$ cat config.mk
export PLATFORM = sky130hd
export DESIGN_NAME = octave_decimator_flat
export DESIGN_NICKNAME = d
export VERILOG_FILES = /design/src/rtl/octave_decimator_pkg.sv /design/src/rtl/octave_decimator_if.sv /design/src/rtl/octave_decimator_half_row_buffer.sv /design/src/rtl/octave_decimator.sv /design/src/flat_wrapper.sv
export SDC_FILE = /design/constraint.sdc
export NUM_CORES = 2
export LEC_CHECK = 0
export BUFFER_PORTS_ARGS = -buffer_cell sky130_fd_sc_hd__buf_2
export CAP_MARGIN = 20
export CORE_MARGIN = 2
export CORE_UTILIZATION = 45
export DETAILED_ROUTE_END_ITERATION = 10
export PLACE_DENSITY = 0.61
export SYNTH_ARGS = -nofsm -noshare
export SYNTH_HDL_FRONTEND = slang
export SYNTH_SLANG_ARGS = --single-unit
$ cat constraint.sdc
create_clock -name clock -period 19.7 [get_ports clock]
set_input_delay 0 -clock clock [delete_from_list [all_inputs] [get_ports clock]]
set_output_delay 0 -clock clock [all_outputs]
set_load 0.01 [all_outputs]
$ cat src/rtl/octave_decimator_pkg.sv
// rtl/octave_decimator_pkg.sv - shared constants and types for the octave decimator
package octave_decimator_pkg;

   localparam logic [7:0] BLANK_PIXEL = 8'h00;
   localparam logic [9:0] ROUND_CONST = 10'd2;

   typedef struct packed {
      logic       blank;
      logic [8:0] sum;
   } pair_t;

   function automatic logic [7:0] round_quad(input logic [9:0] sum);
      logic [9:0] rounded;
      rounded = sum + ROUND_CONST;
      return rounded[9:2];
   endfunction

endpackage

$ cat src/rtl/octave_decimator_if.sv
// rtl/octave_decimator_if.sv - pixel stream in/out bundle for the octave decimator
interface octave_decimator_if;
   logic [7:0] din;
   logic       blanking_in;
   logic       validin;
   logic [7:0] dout;
   logic       blanking_out;
   logic       validout;

   modport master (
      output din, blanking_in, validin,
      input  dout, blanking_out, validout
   );

   modport slave (
      input  din, blanking_in, validin,
      output dout, blanking_out, validout
   );
endinterface

$ cat src/rtl/octave_decimator_half_row_buffer.sv
// rtl/octave_decimator_half_row_buffer.sv - line store of horizontal pair sums from the even row
import octave_decimator_pkg::*;

module half_row_buffer #(
   parameter int entries = 210,
   parameter int aw      = 8
) (
   input  logic          clock,
   input  logic          we,
   input  logic [aw-1:0] waddr,
   input  pair_t         wdata,
   input  logic [aw-1:0] raddr,
   output pair_t         rdata
);

   // No reset: entries are always written in the even row before being read.
   pair_t mem [entries];

   always_ff @(posedge clock) begin
      if (we) mem[waddr] <= wdata;
   end

   // Combinational read so the pair sum is available on the odd-column cycle itself.
   assign rdata = mem[raddr];

endmodule

$ cat src/rtl/octave_decimator.sv
// rtl/octave_decimator.sv - 2x2 averaging decimator producing a half-resolution stream
import octave_decimator_pkg::*;

module octave_decimator #(
   parameter int width = 420
) (
   input logic                clock,
   input logic                reset,
   octave_decimator_if.slave  pix
);

   localparam int XW = $clog2(width);
   localparam int AW = XW - 1;

   logic [XW-1:0] x_count;
   logic          odd_row;
   logic [7:0]    left_pix;
   logic          left_blank;

   logic          odd_col;
   logic          buf_we;
   pair_t         wr_pair;
   pair_t         rd_pair;
   logic [9:0]    quad_sum;
   logic          quad_blank;

   assign odd_col = x_count[0];
   assign buf_we  = pix.validin && !reset && !odd_row && odd_col;

   assign wr_pair.sum   = {1'b0, left_pix} + {1'b0, pix.din};
   assign wr_pair.blank = left_blank | pix.blanking_in;

   assign quad_sum   = {2'b00, left_pix} + {2'b00, pix.din} + {1'b0, rd_pair.sum};
   assign quad_blank = left_blank | pix.blanking_in | rd_pair.blank;

   half_row_buffer #(
      .entries (width / 2),
      .aw      (AW)
   ) u_line (
      .clock (clock),
      .we    (buf_we),
      .waddr (x_count[XW-1:1]),
      .wdata (wr_pair),
      .raddr (x_count[XW-1:1]),
      .rdata (rd_pair)
   );

   always_ff @(posedge clock) begin
      if (reset) begin
         x_count          <= '0;
         odd_row          <= 1'b0;
         left_pix         <= 8'h00;
         left_blank       <= 1'b0;
         pix.dout         <= BLANK_PIXEL;
         pix.blanking_out <= 1'b0;
         pix.validout     <= 1'b0;
      end else begin
         pix.validout <= 1'b0;
         if (pix.validin) begin
            if (x_count == XW'(width - 1)) begin
               x_count <= '0;
               odd_row <= ~odd_row;
            end else begin
               x_count <= x_count + 1'b1;
            end
            // The left pixel of each pair is held on both row types.
            if (!odd_col) begin
               left_pix   <= pix.din;
               left_blank <= pix.blanking_in;
            end
            if (odd_row && odd_col) begin
               pix.validout     <= 1'b1;
               pix.blanking_out <= quad_blank;
               pix.dout         <= quad_blank ? BLANK_PIXEL : round_quad(quad_sum);
            end
         end
      end
   end

endmodule

$ cat src/flat_wrapper.sv
// flat-port wrapper written by rule: the top's interface ports become plain ports
module octave_decimator_flat 
#(
   parameter int width = 420
)
  (clock, reset, pix_din, pix_blanking_in, pix_validin, pix_dout, pix_blanking_out, pix_validout);
  octave_decimator_if pix_i ();
  input logic clock;
  input logic reset;
  input wire logic [$bits(pix_i.din)-1:0] pix_din;
  input wire logic [$bits(pix_i.blanking_in)-1:0] pix_blanking_in;
  input wire logic [$bits(pix_i.validin)-1:0] pix_validin;
  output wire logic [$bits(pix_i.dout)-1:0] pix_dout;
  output wire logic [$bits(pix_i.blanking_out)-1:0] pix_blanking_out;
  output wire logic [$bits(pix_i.validout)-1:0] pix_validout;
  assign pix_i.din = pix_din;
  assign pix_i.blanking_in = pix_blanking_in;
  assign pix_i.validin = pix_validin;
  assign pix_dout = pix_i.dout;
  assign pix_blanking_out = pix_i.blanking_out;
  assign pix_validout = pix_i.validout;
  octave_decimator #(.width(width)) u_core (.clock(clock), .reset(reset), .pix(pix_i));
endmodule
==> results.sh <==
export IMPL_regToRegEndpoint="u_core.pix.dout[7]"
export IMPL_avgSynthCellArea_um2=23.1
export IMPL_routed_wl_um=197000
export IMPL_reg2reg_setup_slack_ns=12.37
export IMPL_cp_top_family="compound AO/OA/AOI/OAI gates"
export IMPL_setup_violations=0
export IMPL_crit_chain="buf_4 -> buf_4 -> mux4_2 -> mux4_2 -> mux4_2 -> and2_1 -> a211oi_1 -> a31oi_1 -> ha_1 -> fa_1 -> a21o_1 -> a21o_1 -> a21o_1 -> a21oi_1 -> o21bai_1 -> a21oi_1 -> xnor2_1 -> a22oi_1 -> nor2_1"
export IMPL_layoutNonFillerInstCount=6515
export IMPL_fillers=14200
export IMPL_die_area_um2=187000
export IMPL_avgViaCountPerCell=5.88
export IMPL_criticalPathCategory="reg2reg"
export IMPL_slowest_delay_ns=0.89
export IMPL_drt_iter0_drc=4101
export IMPL_cp_slowest_cell="dfxtp_4"
export IMPL_wl_per_cell_um=30.2
export IMPL_grt_usage_pct=21.2
export IMPL_cts_resized=0
export IMPL_nets=3908
export IMPL_synth_edf_count=2100
export IMPL_syn_to_final_growth_pct=13.5
export IMPL_antenna_left=0
export IMPL_synthTopCellsByCount="edfxtp_1 (2100), mux4_2 (648), nor2_1 (243), clkbuf_1 (94), nand2_1 (81)"
export IMPL_fin_setup_tns_ns=0
export IMPL_min_path_type="in2reg"
export IMPL_htree_levels=4
export IMPL_rsz0062_at_grt="no"
export IMPL_cts_made_buffers=206
export IMPL_worstHoldPathCells=4
export IMPL_slew_viol_final=0
export IMPL_grt_max_degree=206
export IMPL_netlist_area_um2=82800
export IMPL_critical_path_buf_inv_count=2
export IMPL_worstSkewPairLatency_ns=0.85
export IMPL_ys_ff_latch=2137
export IMPL_status="finished, final reports clean"
export IMPL_clk_path_buf_depth=3
export IMPL_ys_types=51
export IMPL_tightest_slew_ns=1.21
export IMPL_worstPathRequired_ns=20.42
export IMPL_coreArea_um2=183000
export IMPL_io_buffers=21
export IMPL_maxCapViolCount=0
export IMPL_leakagePower_nw=28.1
export IMPL_synth_most_common_cell="edfxtp_1"
export IMPL_finalHoldViolCount=0
export IMPL_fmax_mhz=136
export IMPL_synth_top_area_cell="edfxtp_1"
export IMPL_gp_congestion=0.812
export IMPL_num_rows=157
export IMPL_async_flop_share_pct=0
export IMPL_vias=38300
export IMPL_grt_pass1_wl_um=282000
export IMPL_peakVddDrop_mv=0.0763
export IMPL_cts_sinks=2137
export IMPL_ys_top_cells_by_area="edfxtp_1 (76%), mux4_2 (18%), nor2_1 (1.1%)"
export IMPL_grt_ovfl_total=0
export IMPL_comb_power_share_pct=5.0
export IMPL_crit_path_end_kind="flip-flop"
export IMPL_pwr_share_seq_pct=54.2
export IMPL_p_per_area_nw_per_um2=101
export IMPL_path_clk_slew_ns=0.06
export IMPL_cp_max_fo=44
export IMPL_finalClockSkew_ns=0.0361
export IMPL_p_switching_w=0.00203
export IMPL_root_buffer="clkbuf_16"
export IMPL_slew_headroom_pct=19.1
export IMPL_timing_hold_ws_ns=0.190
export IMPL_min_from="pix_validin"
export IMPL_grt_pass1_vias=38300
export IMPL_ys_warn_count=0
export IMPL_syn_num_nets=3630
export IMPL_total_power_w=0.00949
export IMPL_initial_core_util_pct=45.3
export IMPL_synth_cells=3592
export IMPL_p_int_w=0.00746
export IMPL_ff2ff_path_depth=19
export IMPL_p_sw_share_pct=21.4
export IMPL_antenna_found_initial=11
export IMPL_die_w_um=433
export IMPL_drive_gt1_share_pct=29.6
export IMPL_ys_flop_type="edfxtp_1"
export IMPL_fin_crit_sh_pct=37.2
export IMPL_drtPass1Iterations=7
export IMPL_crit_arrival_ns=8.04
export IMPL_io_pins=22
export IMPL_start_kind="flip-flop"
export IMPL_drc=0
export IMPL_place_hpwl_um=114000
export IMPL_seq_area_frac_synth_pct=77.0
export IMPL_cts_tree="built"
export IMPL_clkPwrFrac_pct=40.7
export IMPL_die_h_um=433
export IMPL_period_minus_slack_ns=7.33
export IMPL_dp_cells=6061
export IMPL_yosysTopAreaCellShare_pct=76.1
## worst register-to-register path: stages (launching register included)
cell	delay (ns)
dfxtp_4	0.89
buf_4	0.75
buf_4	0.82
mux4_2	0.61
mux4_2	0.55
mux4_2	0.55
and2_1	0.19
a211oi_1	0.59
a31oi_1	0.10
ha_1	0.34
fa_1	0.42
a21o_1	0.19
a21o_1	0.21
a21o_1	0.19
a21oi_1	0.22
o21bai_1	0.09
a21oi_1	0.18
xnor2_1	0.09
a22oi_1	0.17
nor2_1	0.07
## flip-flops by register name, summed over array words and instances, names as in the netlist, named ones only
signal                   count
u_core.u_line.mem         2100
u_core.x_count               9
u_core.left_pix              8
u_core.pix.dout              8
u_core.left_blank            1
u_core.odd_row               1
u_core.pix.blanking_out      1
u_core.pix.validout          1
## stage by stage
step	instance area, um^2	setup WS [ns]	util [%]
after floorplan	82800	10.29	-
after global placement	86400	12.25	47.3
after detailed placement	86700	12.26	47.4
after CTS	93800	12.21	51.3
after global routing	94000	11.84	51.4
final	94000	12.37	51.4
## kinds of logic after synthesis
logic type	after synthesis	synth area share (%)
compound gates	104	0.828
mux	708	18.4
xor+xnor	21	0.222
flops	2137	77.0
simple gates	387	1.95
fa+ha+maj	26	0.411
buf+inv	209	1.19
## per-layer routing
| layer | vias up | part of all wire [%] | GRT usage [%] |
|---|---|---|---|
| li1 | 15800 | - | - |
| met1 | 20700 | 42 | 30.6 |
| met2 | 1551 | 47 | 31.9 |
| met3 | 265 | 8.7 | 5.50 |
| met4 | 0 | 2.6 | 6.15 |
| met5 | - | 0 | 0 |
## area by class of cell
cell class | instances | area, um^2 | area share [%]
diodes | 3 | 7.51 | 0.00799
clock buffers | 265 | 5440 | 5.79
clock inverters | 121 | 1190 | 1.27
inverters | 11 | 41.3 | 0.0439
multi-input cells | 1246 | 18100 | 19.3
flip-flops and latches | 2137 | 63800 | 67.9
well taps | 2464 | 3080 | 3.28
repair buffers | 268 | 2290 | 2.44
## worst max path at each step
stage	from	end	cells after the start
finish	flip-flop	u_core.pix.dout[7]	19
global route	flip-flop	u_core.pix.dout[7]	19
CTS	flip-flop	u_core.pix.dout[7]	19
detailed placement	flip-flop	u_core.pix.dout[7]	19
global placement	flip-flop	u_core.pix.dout[7]	19
floorplan	u_core.left_pix[1]	u_core.pix.dout[7]	15
## layout by cell type (no fill, tap or decap), types with 9 or more instances in the layout
cell           synthesis  routed
edfxtp_1            2100    2100
mux4_2               648     648
nor2_1               243     242
clkbuf_16              0     207
buf_4                  6     171
nand2_1               81      78
mux2i_1               55      55
clkbuf_1              94      54
clkinv_1               0      39
clkinv_2               0      39
dlygate4sd3_1          0      39
dfxtp_1               37      32
a21oi_1               30      30
buf_6                 13      27
ha_1                  24      23
buf_2                 65      21
a22oi_1               18      18
bufinv_16              0      16
a31oi_1               15      15
nor2b_1               14      14
nand3_1               14      14
inv_1                  9       9
o211ai_1               9       9
xor2_1                10       9
buf_12                 0       9
## power by group through the flow
stage          Sequential (W)  Clock (W)  Combinational [W]
3_5_place_dp          0.00524          0           0.000479
3_3_place_gp          0.00524          0           0.000466
2_1_floorplan         0.00530          0           0.000289
4_1_cts               0.00514    0.00394           0.000486
6_report              0.00514    0.00386           0.000479
5_1_grt               0.00514    0.00411           0.000519
## timing repair
action	CTS	global route
endpoints found under the hold margin	124	0
hold buffers	39	0
buffers inserted	0	0
Power figures use the tool's default switching activity.
